$ cat config.mk
export PLATFORM = sky130hd
export DESIGN_NAME = repair_issue_sched
export DESIGN_NICKNAME = d
export VERILOG_FILES = /design/src/rtl/bira_pkg.sv /design/src/rtl/pcam_prio_enc.sv /design/src/rtl/repair_issue_sched.sv
export SDC_FILE = /design/constraint.sdc
export NUM_CORES = 1
export LEC_CHECK = 0
export CAP_MARGIN = 20
export CORE_MARGIN = 2
export CORE_UTILIZATION = 35
export DETAILED_ROUTE_END_ITERATION = 12
export PLACE_DENSITY = 0.68
export SLEW_MARGIN = 20
export SYNTH_ARGS = -nofsm -noshare
export SYNTH_HDL_FRONTEND = slang
export SYNTH_SLANG_ARGS = --single-unit
export TNS_END_PERCENT = 50
$ cat constraint.sdc
create_clock -name clk -period 5.77 [get_ports clk]
set_input_delay 0.8655 -clock clk [delete_from_list [all_inputs] [get_ports clk]]
set_output_delay 0.8655 -clock clk [all_outputs]
set_load 0.01 [all_outputs]
$ cat src/rtl/bira_pkg.sv
// Shared constants and state encoding for the BIRA repair-address path.
package bira_pkg;

  localparam int PCAM   = 8;
  localparam int NSPARE = 4;
  localparam int ADDR_W = 10;

  localparam int IDX_W  = $clog2(PCAM);
  localparam int SLOT_W = $clog2(NSPARE);
  localparam int CNT_W  = SLOT_W + 1;

  typedef enum logic [1:0] {
    IDLE  = 2'd0,
    SCAN  = 2'd1,
    ISSUE = 2'd2,
    DONE  = 2'd3
  } state_t;

endpackage

$ cat src/rtl/pcam_prio_enc.sv
// Lowest-index finder over a pending vector in PCAM entry order.
module pcam_prio_enc
  import bira_pkg::*;
(
  input  logic [PCAM-1:0]  pending,
  output logic [IDX_W-1:0] idx,
  output logic             any
);

  // Walk downward so the lowest set index is the last one written.
  always_comb begin
    idx = '0;
    any = 1'b0;
    for (int i = PCAM - 1; i >= 0; i--) begin
      if (pending[i]) begin
        idx = IDX_W'(i);
        any = 1'b1;
      end
    end
  end

endmodule

$ cat src/rtl/repair_issue_sched.sv
// Snapshots PCAM fault addresses and must-repair flags, then issues flagged
// addresses one at a time over valid/ready, assigning spare slots in order.
module repair_issue_sched
  import bira_pkg::*;
(
  input  logic                         clk,
  input  logic                         rst,
  input  logic                         start,
  input  logic [PCAM-1:0][ADDR_W-1:0]  PCAM_addr,
  input  logic [PCAM-1:0]              dsss,
  output logic                         repair_valid,
  input  logic                         repair_ready,
  output logic [ADDR_W-1:0]            repair_addr,
  output logic [SLOT_W-1:0]            repair_slot,
  output logic                         busy,
  output logic                         done,
  output logic [CNT_W-1:0]             repair_cnt,
  output logic                         overflow
);

  state_t state, next_state;

  logic [PCAM-1:0][ADDR_W-1:0] snap_addr;
  logic [PCAM-1:0]             pending;
  logic [PCAM-1:0]             dsss_entry;
  logic [IDX_W-1:0]            idx;
  logic                        any;
  logic                        slots_full;

  // dsss is MSB-first: entry i lives at bit PCAM-1-i.
  always_comb begin
    dsss_entry = '0;
    for (int i = 0; i < PCAM; i++) begin
      dsss_entry[i] = dsss[PCAM-1-i];
    end
  end

  pcam_prio_enc u_prio_enc (
    .pending (pending),
    .idx     (idx),
    .any     (any)
  );

  // repair_cnt doubles as the next spare slot number.
  assign slots_full   = (repair_cnt == CNT_W'(NSPARE));
  assign repair_valid = (state == ISSUE);
  assign busy         = (state != IDLE);
  assign done         = (state == DONE);

  always_ff @(posedge clk or posedge rst) begin
    if (rst) begin
      state <= IDLE;
    end else begin
      state <= next_state;
    end
  end

  always_comb begin
    next_state = state;
    case (state)
      IDLE:    if (start) next_state = SCAN;
      SCAN:    next_state = (!any || slots_full) ? DONE : ISSUE;
      ISSUE:   if (repair_ready) next_state = SCAN;
      DONE:    next_state = IDLE;
      default: next_state = IDLE;
    endcase
  end

  // pending is frozen during ISSUE, so idx still names the entry on offer.
  always_ff @(posedge clk or posedge rst) begin
    if (rst) begin
      snap_addr   <= '0;
      pending     <= '0;
      repair_addr <= '0;
      repair_slot <= '0;
      repair_cnt  <= '0;
      overflow    <= 1'b0;
    end else begin
      case (state)
        IDLE: begin
          if (start) begin
            snap_addr  <= PCAM_addr;
            pending    <= dsss_entry;
            repair_cnt <= '0;
            overflow   <= 1'b0;
          end
        end
        SCAN: begin
          if (any && slots_full) begin
            overflow <= 1'b1;
          end else if (any) begin
            repair_addr <= snap_addr[idx];
            repair_slot <= repair_cnt[SLOT_W-1:0];
          end
        end
        ISSUE: begin
          if (repair_ready) begin
            pending[idx] <= 1'b0;
            repair_cnt   <= repair_cnt + 1'b1;
          end
        end
        default: ;
      endcase
    end
  end

endmodule
---- Word-level counts from Yosys, hierarchy flattened ----
Cells that the tools add are included.
Widths: inputs -> output; s select.
word-level totals
  register bits ........................... 106
  latch bits .............................. 0
  memory bits (writable) .................. 0
  memory bits (read-only) ................. 0
  input bits .............................. 92
  logic and storage cells ................. 73
  memories ................................ 0
operators by class
  $add $sub $neg .......................... 1
  $mul .................................... 0
  divide/modulo/power cells ............... 0
  $lt $le $gt $ge ......................... 2
  equal/unequal tests ..................... 7
  shifts and indexed selects .............. 0
  muxes and demuxes ....................... 33
  bitwise operators ....................... 3
  reductions and logical operators ........ 13
operators with widths
  kind                 count
  $bmux 10 s3          1
  $mux 3               10
  $mux 8               2
  $pmux 8 s2           1
  $mux 1               12
  $mux 10              1
  $reduce_and 3->1     3
  $and 8x8->8          1
  $not 8->8            1
  $pmux 2 s4           1
  $pmux 3 s2           1
  $reduce_bool 2->1    3
  $eq 2x2->1 const B   2
  $lt 3x4->1 const B   1
  $mux 2               2
  $ne 2x2->1 const B   2
  $reduce_and 2->1     2
  $add 3x1->3 const B  1
  $demux 1 s3          1
  $eq 3x3->1 const B   1
  $ge 3x1->1 const B   1
  $eq 2x1->1 const B   1
  $logic_and 1x1->1    2
  $logic_not 2->1      1
  other kinds (5)      5

---- Logic depth before layout (Yosys ltp) ----
Gate-level depths: netlist of run 1.
  depth in word-level cells ............... 16
  depth in mapped cells ................... 8
  depth with buffers taken out ............ 6

---- Cells and area by module ----
A second synthesis of run 1 with hierarchy kept.
second synthesis, totals
  cells, all modules ...................... 356
  area total of the unflattened synthesis .. 4901.0 um2
by module, submodules not included
  module              instances  cells each  area an instance (um2)
  repair_issue_sched  1          343         4820.9
  pcam_prio_enc       1          13          80.1

---- Worst setup path after synthesis of run 1 ----
No wires, ideal clock.
  path type ............................... reg2reg
  from .................................... register pending[1]
  to ...................................... register repair_addr[2]
  arrival ................................. 1.887 ns
  data required time ...................... 5.644 ns
  setup slack ............................. 3.757 ns
  cell stages (with the launch flop) ...... 8
  path buffers ............................ 4
  period minus slack after synthesis ...... 2.013 ns
  cell sequence ........................... dfrtp_1 buf_6 or4_4 buf_6 o311a_4 buf_6 buf_6 o32a_1
between the ends
  word-level cells in the longest chain between the ends .. 5
  elaborated cells between the ends (all ways) .. 9
  classes of those cells .................. mux: 6; bitwise: 1; reduce/logical: 2
ends and longest elaborated chain
  what                                                 RTL line                  source
  start: declaration                                   repair_issue_sched.sv:24  logic [PCAM-1:0] pending;
  start signal: assignment                             repair_issue_sched.sv:83  pending <= dsss_entry;
  branches (longest 5 deep; another with $bmux 10 s3)  --
  end signal: assignment                               repair_issue_sched.sv:92  repair_addr <= snap_addr[idx];
  end: declaration                                     repair_issue_sched.sv:13  output logic [ADDR_W-1:0] repair_addr,
Parallel ways; which one is timed is not known. The select of a mux whose other input is x is not followed.
A chain may end at the register's enable or synchronous reset.

---- Final worst setup path of run 1 ----
  from .................................... register state[1]
  to ...................................... output busy
between the ends
  word-level cells in the longest chain between the ends .. 1
ends and longest elaborated chain
  what                      RTL line                  source
  start: declaration        repair_issue_sched.sv:21  state_t state, next_state;
  start signal: assignment  repair_issue_sched.sv:54  state <= next_state;
  $reduce_bool 2->1         repair_issue_sched.sv:47  assign busy = (state != IDLE);
  end: declaration          repair_issue_sched.sv:15  output logic busy,
No other way between the ends.

==> metrics, run 1 <==
syn_area_per_cell approximately 12 um2; pin count of the biggest net entering global routing between 90 and 100; Reg clk slew, reported paths roughly 70 ps; synthesized flop and latch total between 100 and 150; via count of the routed design about 3.4k; Antenna Nets Post-Route 0; vias in the first global route about 3.5k; Post-Syn Instances 383; met3 WL between 500 and 600 um; final instance area 6265 um2; number of port buffers 110; status completed; R2R Setup Slk 3400 ps; Unique masters post-synth 36; nets@finish roughly 570; CP max FO 10; CTS H-tree depth 3; relative slew slack a little over two fifths; Post-DP Area 5979 um2; RSZ-0062 raised after global routing false; sequential power share between 40% and 50%; routed length per instance 17.88 um; CTS Sinks about 110; Overflow after GRT 0; Total Wirelength between 10000 and 15000 um; most frequent cells in the layout clkdlybuf4s50_1 (110), dfrtp_1 (106), mux2_2 (78); pins over their slew limit 0; FF-to-FF Start pending[0]$_DFFE_PP0P_; crit end category primary output; worst slew pin tran 851.3 ps; Comb pwr share about two fifths; DR vias/cell between 5 and 6; worst r2r dst repair_slot[0]$_DFFE_PP0P_; Net Sw Frac approximately a third; Crit path required time approximately 5000 ps; hold crit path type reg2reg; chip width between 100 and 150 um; LEAKAGE approximately 2.5 nW; Clock Latency Late Sink ~340 ps; Final Hold Vio Count 0; Clock Path Buffers 2; clk root buf clkbuf_16; Die ar. approximately 15000 um2; Internal Pwr Total approximately 2.1 mW; DR WL met2 between 5000 and 6000 um; endpoints failing setup 0; CP Cell Sequence or2_2, clkdlybuf4s50_1; hold path cells 1; Final Wtd Congestion ~0.79; Worst path max stage delay 480 ps; commonest non-fill, non-tap cell in the layout clkdlybuf4s50_1; Worst Path Arrival between 1500 and 2000 ps; Met1 Wirelength 5386 um; global-route wire length before repair approximately 19000 um; crit start category register; layout cells sized above 1 a little over a fifth; setup ws final 3250 ps; highest metal used met4; ANT cells 0; postcts setup bufs 0; Min Hold Slack 500.8 ps; min Tclk post-route between 2000 and 3000 ps; Core Rows 42; total clock buffers created by CTS 9; Initial Util between 30% and 40%; critical path class reg2out; Reg2Reg Depth 3; post-CTS resize count 0; # fillers about 1.2k; DP Worst Slack 2822 ps; Worst IR Drop VDD about 0.00019 V; period utilization 43.67%; clock network power share 17.4%; crit path max-delay cell type dfrtp_1; # IOs ~110; fin util a little under half; max-cap viol count 0; initial DRC count about 230; setup TNS 0 ps; syn nets 477; die height 120.9 um; Power Dens Cells ~530 nW/um2; NetSw ~1.2 mW; maximum clock rate between 300 and 400 MHz; Worst Skew 5.083 ps; WHS Endpoint snap_addr[71]$_DFFE_PP0P_; Hold-fix buffers, CTS 0; sequential area share after synthesis a little under three fifths; overall routing resource usage 16.58%; initial antenna violation count 0; Initial DRT Pass Iterations 5; Core ar. about 13000 um2; yosys warns 0; area added between synthesis and finish 31.04%; min-delay src snap_addr[71]$_DFFE_PP0P_; DRC 0; Synth Cell Area approximately 4800 um2; hpwl dp approximately 8400 um; CTS tree yes
[logic make-up after synthesis]
family,after synthesis,share of synthesized area (%)
AOI/OAI and AO/OA,96,14.68
muxes,81,19.21
and+or+nand+nor,59,6.124
adders and majority gates,2,0.5233
DFF,106,55.48
buffers and inverters,38,3.795
xor gates and xnor gates,1,0.1832
[how the worst max path moves through the flow]
stage	start	to	depth (start not counted)
finish	state[1]$_DFFE_PP0P_	busy	2
global route	state[1]$_DFFE_PP0P_	busy	2
CTS	start	snap_addr[79]$_DFFE_PP0P_	5
detailed placement	start	snap_addr[19]$_DFFE_PP0P_	5
global placement	start	snap_addr[33]$_DFFE_PP0P_	5
floorplan	rst	overflow$_DFFE_PP0P_	1
[sequential cells by signal, indices dropped and copies added, names as in the netlist]
| register | count |
|---|---|
| snap_addr | 80 |
| repair_addr | 10 |
| pending | 8 |
| repair_cnt | 3 |
| repair_slot | 2 |
| state | 2 |
| overflow | 1 |
[critical path: cells and delay by family, from the launching register on]
kind / cells / cell delay, ps
flip-flops: 1 / 480
buffers and inverters: 1 / 480
AND/OR/NAND/NOR: 1 / 350
[final cells by class]
cell class                      instances  area, um2  share of cell area [%]
Tap cell                              176      220.2                   3.515
Multi-Input combinational cell        239       1954                   31.20
Inverter                                9      36.28                  0.5792
Clock inverter                          6      42.54                  0.6790
Sequential cell                       106       2653                   42.34
Clock buffer                           10      239.0                   3.815
Timing Repair Buffer                  112       1120                   17.87
[per-stage QoR]
| step | cells | power, mW |
|---|---|---|
| final | 658 | 3.298 |
| after global routing | 658 | 3.529 |
| after CTS | 658 | 3.325 |
| after detailed placement | 642 | 2.741 |
| after global placement | 642 | 2.683 |
| after floorplan | 383 | 2.301 |
[cell usage after synthesis]
library cell,number,area [um2]
nor3_1,3,15.01
or2_2,3,18.77
o32a_1,8,80.08
and3b_1,1,8.760
o32ai_1,1,8.760
or3_1,1,6.260
xor2_1,1,8.760
and2_1,1,6.260
mux2_2,78,878.3
buf_2,7,35.03
mux2i_1,1,10.01
nand2b_1,3,18.77
nand3_1,1,5.000
ha_1,2,25.02
o21ai_0,31,155.2
nand2_1,20,75.07
nor4_1,2,12.51
a21o_1,1,7.510
o2bb2ai_1,4,35.03
nor2b_1,10,62.56
a21oi_1,10,50.05
or4_4,1,11.26
nor3b_1,1,7.510
nor2_1,12,45.04
buf_6,4,45.04
clkbuf_1,17,63.81
mux2_4,2,30.03
a22o_1,8,70.07
a222oi_1,6,60.06
inv_1,9,33.78
dfrtp_1,106,2653
o311a_4,1,21.27
a32o_1,5,50.05
a32oi_1,5,43.79
a22oi_1,16,120.1
buf_1,1,3.750
[layer usage]
layer,vias up,global-route usage [%]
met3,10,3.665
li1,1597,-
met4,0,4.360
met1,1703,22.78
met2,92,26.58
met5,-,0
[power groups by stage]
stage | sequential, mW | combinational, mW | clock, mW
6_report | 1.44 | 1.28 | 0.575
5_1_grt | 1.50 | 1.40 | 0.628
4_1_cts | 1.44 | 1.30 | 0.588
3_5_place_dp | 1.45 | 1.29 | 0
3_3_place_gp | 1.43 | 1.25 | 0
2_1_floorplan | 1.30 | 1.00 | 0
No activity file was read; power rests on OpenSTA's default activity.
==> inputs of run 2 (changes only) <==
clock period = 2.61 ns   (was 5.77 ns; I/O delays follow)
==> run 2 against run 1 <==
Wire length increased by 2.5%. Critical path type is now reg2reg. Critical path depth increased by 3. Final cell count increased by 1.2%. Largest cell class unchanged. Combinational power increased by 140%. Power increased by 120%. Clock skew increased by 3.5 ps.
==> metrics, run 2 (synthesis results as in run 1) <==
DRC 0 (unchanged); Final Power 7.362 mW (+120%); LEAKAGE 2.509 nW (+1.4%); Worst Path Arrival 2390 ps (+740 ps); Worst path max stage delay 850 ps (+370 ps); Clock Latency Late Sink 350 ps (about the same); pins over their slew limit 0 (unchanged); Final Wtd Congestion 0.8042 (+1.9%); met2 usage 26.54% (-0.035 points); Final Hold Vio Count 0 (unchanged); max FFs per register 80 (unchanged); crit end category register; Reg clk slew, reported paths 70 ps (about the same); maximum clock rate approximately 480 MHz; worst slew pin tran 961.8 ps (+110.5 ps); CP Cell Sequence buf_4, nor4_1, a32oi_1, o21ai_0, o32a_1; Largest regs snap_addr: 80 flops, repair_addr: 10 flops, pending: 8 flops; Post-DP Area 6078 um2 (+1.7%); most frequent cells in the layout clkdlybuf4s50_1 (110), dfrtp_1 (106), mux2_2 (78); pin count of the biggest net entering global routing 93 (unchanged); Worst Skew 8.601 ps (+3.519 ps); layout cells sized above 1 22.86% (+1.1 points); R2R Setup Slk 510 ps (-2890 ps); overall routing resource usage 16.84% (+0.26 points); relative slew slack 35.29% (-7.4 points); CP max FO 19 (+9); hold crit path type in2async; final instance area 6351 um2 (+1.4%); # IOs 111 (unchanged); commonest non-fill, non-tap cell in the layout clkdlybuf4s50_1; crit start category register; Crit path required time 2890 ps (-2010 ps); crit path max-delay cell type nor4_1; CP top delay family simple AND/OR/NAND/NOR gates; busiest layer in global routing met2; nets@finish 579 (+1.4%); clk root buf clkbuf_16; vias in the first global route 3505 (-0.14%); Initial DRT Pass Iterations 5 (unchanged); met1 usage 22.51% (-0.27 points); endpoints failing setup 0 (unchanged); CTS H-tree depth 3 (unchanged); GR Layer Usage met3 3.712% (+0.047 points); setup TNS 0 ps (unchanged); total clock buffers created by CTS 9 (unchanged); ANT cells 0 (unchanged); Core ar. 13300 um2 (unchanged); Core Rows 42 (unchanged); fin util 47.77% (+0.65 points); Die ar. 14610 um2 (unchanged); Overflow after GRT 0 (unchanged); postcts setup bufs 0 (unchanged); Top reg by flops snap_addr; post-CTS resize count 0 (unchanged); period utilization around four fifths; Hold-fix buffers, CTS 0 (unchanged); global-route wire length before repair 18750 um (+1.1%); via count of the routed design 3466 (+1.9%); max-cap viol count 0 (unchanged); routed length per instance 18.11 um (+1.3%); DR vias/cell 5.204 (+0.66%); Total Wirelength 12060 um (+2.5%); status completed; Power Dens Cells 1159 nW/um2 (+120%); initial antenna violation count 0 (unchanged); initial DRC count 244 (+7.0%); min Tclk post-route between 2000 and 2500 ps; critical path class reg2reg; die height 120.9 um (unchanged); Clock Path Buffers 2 (unchanged); Initial Util 35.96% (unchanged); chip width 120.9 um (unchanged); CTS Sinks 106 (unchanged); number of port buffers 110 (unchanged); CP Buf/Inv Count 1 (unchanged); RSZ-0062 raised after global routing false; Min Hold Slack 498.7 ps (-2.115 ps); area added between synthesis and finish 32.84%; hpwl dp 8800 um (+4.2%); CTS tree yes; Worst IR Drop VDD 0.0004574 V (+150%); Antenna Nets Post-Route 0 (unchanged)
==> run 2: changes by cell type in the layout (fill, tap and decap cells not counted), sizes merged <==
cell	delta
clkinv	-2
buf	+8
clkinvlp	+3
inv	-1
==> run 2: area by class of cell <==
| class | instances | area, um2 |
|---|---|---|
| clock inverter | 6 | 43.79 |
| tap | 176 | 220.2 |
| clock buffer | 10 | 229.0 |
| fill | 1183 | 6944 |
| inverter | 9 | 37.54 |
| timing repair buffer | 120 | 1214 |
| sequential | 106 | 2653 |
| multi-input combinational | 239 | 1954 |
==> run 2: routing by layer <==
| layer | vias up | part of all wire [%] |
|---|---|---|
| li1 | 1617 | - |
| met1 | 1727 | 45 |
| met2 | 105 | 48 |
| met3 | 17 | 5.6 |
| met4 | 0 | 1.6 |
| met5 | - | 0 |
==> run 2: path summary, 6_finish.rpt <==
kind / startpoint / cells after the start / to
worst max-delay path: pending[0]$_DFFE_PP0P_ / 5 / repair_addr[6]$_DFFE_PP0P_
max in group asynchronous: rst / 3 / snap_addr[64]$_DFFE_PP0P_
worst min register to register: snap_addr[39]$_DFFE_PP0P_ / 1 / snap_addr[39]$_DFFE_PP0P_
worst min-delay path: rst / 2 / snap_addr[55]$_DFFE_PP0P_
worst max register to register: pending[0]$_DFFE_PP0P_ / 5 / repair_addr[6]$_DFFE_PP0P_
min in group clk: snap_addr[39]$_DFFE_PP0P_ / 1 / snap_addr[39]$_DFFE_PP0P_
==> run 2: through the flow <==
stage | cells | setup WS, ps
floorplan | 383 | 597.3
global placement | 650 | 624.7
detailed placement | 650 | 602.6
CTS | 666 | 538.9
global route | 666 | 364.7
finish | 666 | 507.1
==> run 2: worst register-to-register path, delay by kind of cell, from the launching register on <==
kind | cells | cell delay [ps]
AOI/OAI and AO/OA | 3 | 590
and+or+nand+nor | 1 | 850
DFF | 1 | 400
buffers and inverters | 1 | 210
==> run 2: report_power, final <==
group	switching [mW]	internal, mW	leakage, nW
combinational	1.42	1.64	1.14
sequential	0.574	2.47	1.25
clock	0.608	0.647	0.121
total	2.60	4.76	2.51
==> inputs of run 3 (changes only) <==
clock period = 2.05 ns   (was 2.61 ns; I/O delays follow)
==> run 3 against run 2 <==
Sequential share of layout area decreased by 0.78 points. Register-to-register slack got worse by 360 ps. Die area unchanged. Critical path type is now reg2out. Largest cell class unchanged.
==> metrics, run 3 (synthesis results as in run 1) <==
# IOs 111 (unchanged); Die ar. 14610 um2 (unchanged); postcts setup bufs 0 (unchanged); relative slew slack 53.77% (+18 points); CTS H-tree depth 3 (unchanged); initial antenna violation count 0 (unchanged); Worst IR Drop VDD 0.0005012 V (+9.6%); clk root buf clkbuf_16; DRC 0 (unchanged); Final Wtd Congestion 0.8099 (+0.71%); ANT cells 0 (unchanged); Worst Path Arrival 1620 ps (-770 ps); CP Buf/Inv Count 1 (unchanged); LEAKAGE 2.585 nW (+3.0%); via count of the routed design 3493 (+0.78%); Final Power 9.731 mW (+32%); worst slew pin tran 692.1 ps (-269.7 ps); CP max FO 8 (-11); CTS Sinks 106 (unchanged); hold crit path type in2async; Initial Util 35.96% (unchanged); chip width 120.9 um (unchanged); Total Wirelength 12090 um (+0.26%); crit path launch state[0]$_DFFE_PP0P_; initial DRC count 219 (-10%); global-route wire length before repair 19240 um (+2.6%); maximum clock rate around 520 MHz; commonest non-fill, non-tap cell in the layout clkdlybuf4s50_1; min Tclk post-route 1928 ps; crit start category register; Worst Skew 10.72 ps (+2.123 ps); pin count of the biggest net entering global routing 55 (-41%); number of port buffers 110 (unchanged); FF-to-FF Start pending[0]$_DFFE_PP0P_; Antenna Nets Post-Route 0 (unchanged); Final Hold Vio Count 0 (unchanged); routed length per instance 17.86 um (-1.4%); nets@finish 590 (+1.9%); RSZ-0062 raised after global routing false; Core ar. 13300 um2 (unchanged); Core Rows 42 (unchanged); die height 120.9 um (unchanged); Power Dens Cells 1504 nW/um2 (+30%); total clock buffers created by CTS 9 (unchanged); max FFs per register 80 (unchanged); setup TNS 0 ps (unchanged); crit end category primary output; Top reg by flops snap_addr; layout cells sized above 1 24.95% (+2.1 points); critical path class reg2out; fin util 48.67% (+0.90 points); Crit path required time 1740 ps (-1150 ps); Initial DRT Pass Iterations 5 (unchanged); period utilization between 90 and 100%; hpwl dp 9059 um (+2.9%); most frequent cells in the layout clkdlybuf4s50_1 (110), dfrtp_1 (106), mux2_2 (78); status completed; max-cap viol count 0 (unchanged); crit path max-delay cell type clkdlybuf4s50_1; Worst path max stage delay 490 ps (-360 ps); endpoints failing setup 0 (unchanged); Clock Latency Late Sink 350 ps (about the same); Overflow after GRT 0 (unchanged); CP Cell Sequence or2_2, clkdlybuf4s50_1; Largest regs snap_addr: 80 flops, repair_addr: 10 flops, pending: 8 flops; Reg clk slew, reported paths 80 ps (about the same); overall routing resource usage 17.27% (+0.43 points); Clock Path Buffers 2 (unchanged); DR vias/cell 5.160 (-0.86%); CP top delay family buffers and inverters; pins over their slew limit 0 (unchanged); CTS tree yes; area added between synthesis and finish 35.36%; vias in the first global route 3650 (+4.1%)
## run 3: layout make-up
type,instances,area [um2]
sequential,106,2653
multi-input combinational,239,1959
timing repair buffer,131,1296
clock inverter,6,66.31
clock buffer,10,239.0
fill,1188,6824
inverter,9,37.54
tap,176,220.2
## run 3: where the power goes
part | internal, mW | switching, mW | total, mW
Sequential | 3.15 | 0.691 | 3.84
Combinational | 2.23 | 1.91 | 4.14
Clock | 0.980 | 0.769 | 1.75
## run 3: path summary, 6_finish.rpt
| path | end | slack, ps | cells past startpoint |
|---|---|---|---|
| max | busy | 120 | 2 |
| min | repair_addr[0]$_DFFE_PP0P_ | 360 | 2 |
| max reg2reg | repair_slot[1]$_DFFE_PP0P_ | 150 | 3 |
| min reg2reg | repair_addr[3]$_DFFE_PP0P_ | 500 | 1 |
| max in group asynchronous | snap_addr[21]$_DFFE_PP0P_ | 1030 | 3 |
| min in group clk | repair_addr[3]$_DFFE_PP0P_ | 500 | 1 |
## run 3: what timing repair did
action,in CTS,in global routing
hold buffers,0,0
setup endpoints to repair,0,3
gates resized for setup,0,1
## run 3: per-stage QoR
stage | worst slack [ps] | cell area (um2) | cells | hold slack (ps)
2_1_floorplan | 37.27 | 4785 | 383 | 415.1
3_3_place_gp | 183.5 | 6161 | 661 | 477.9
3_5_place_dp | 126.7 | 6161 | 661 | 487.4
4_1_cts | 102.4 | 6466 | 677 | 375.0
5_1_grt | 49.33 | 6471 | 677 | 390.5
6_report | 122.3 | 6471 | 677 | 362.3
## run 3: layer usage
| metal | wire, um | up-vias | track usage (%) |
|---|---|---|---|
| li1 | - | 1640 | - |
| met1 | 5179 | 1743 | 22.13 |
| met2 | 5928 | 98 | 28.34 |
| met3 | 813 | 12 | 5.404 |
| met4 | 171 | 0 | 4.506 |
| met5 | 0 | - | 0 |
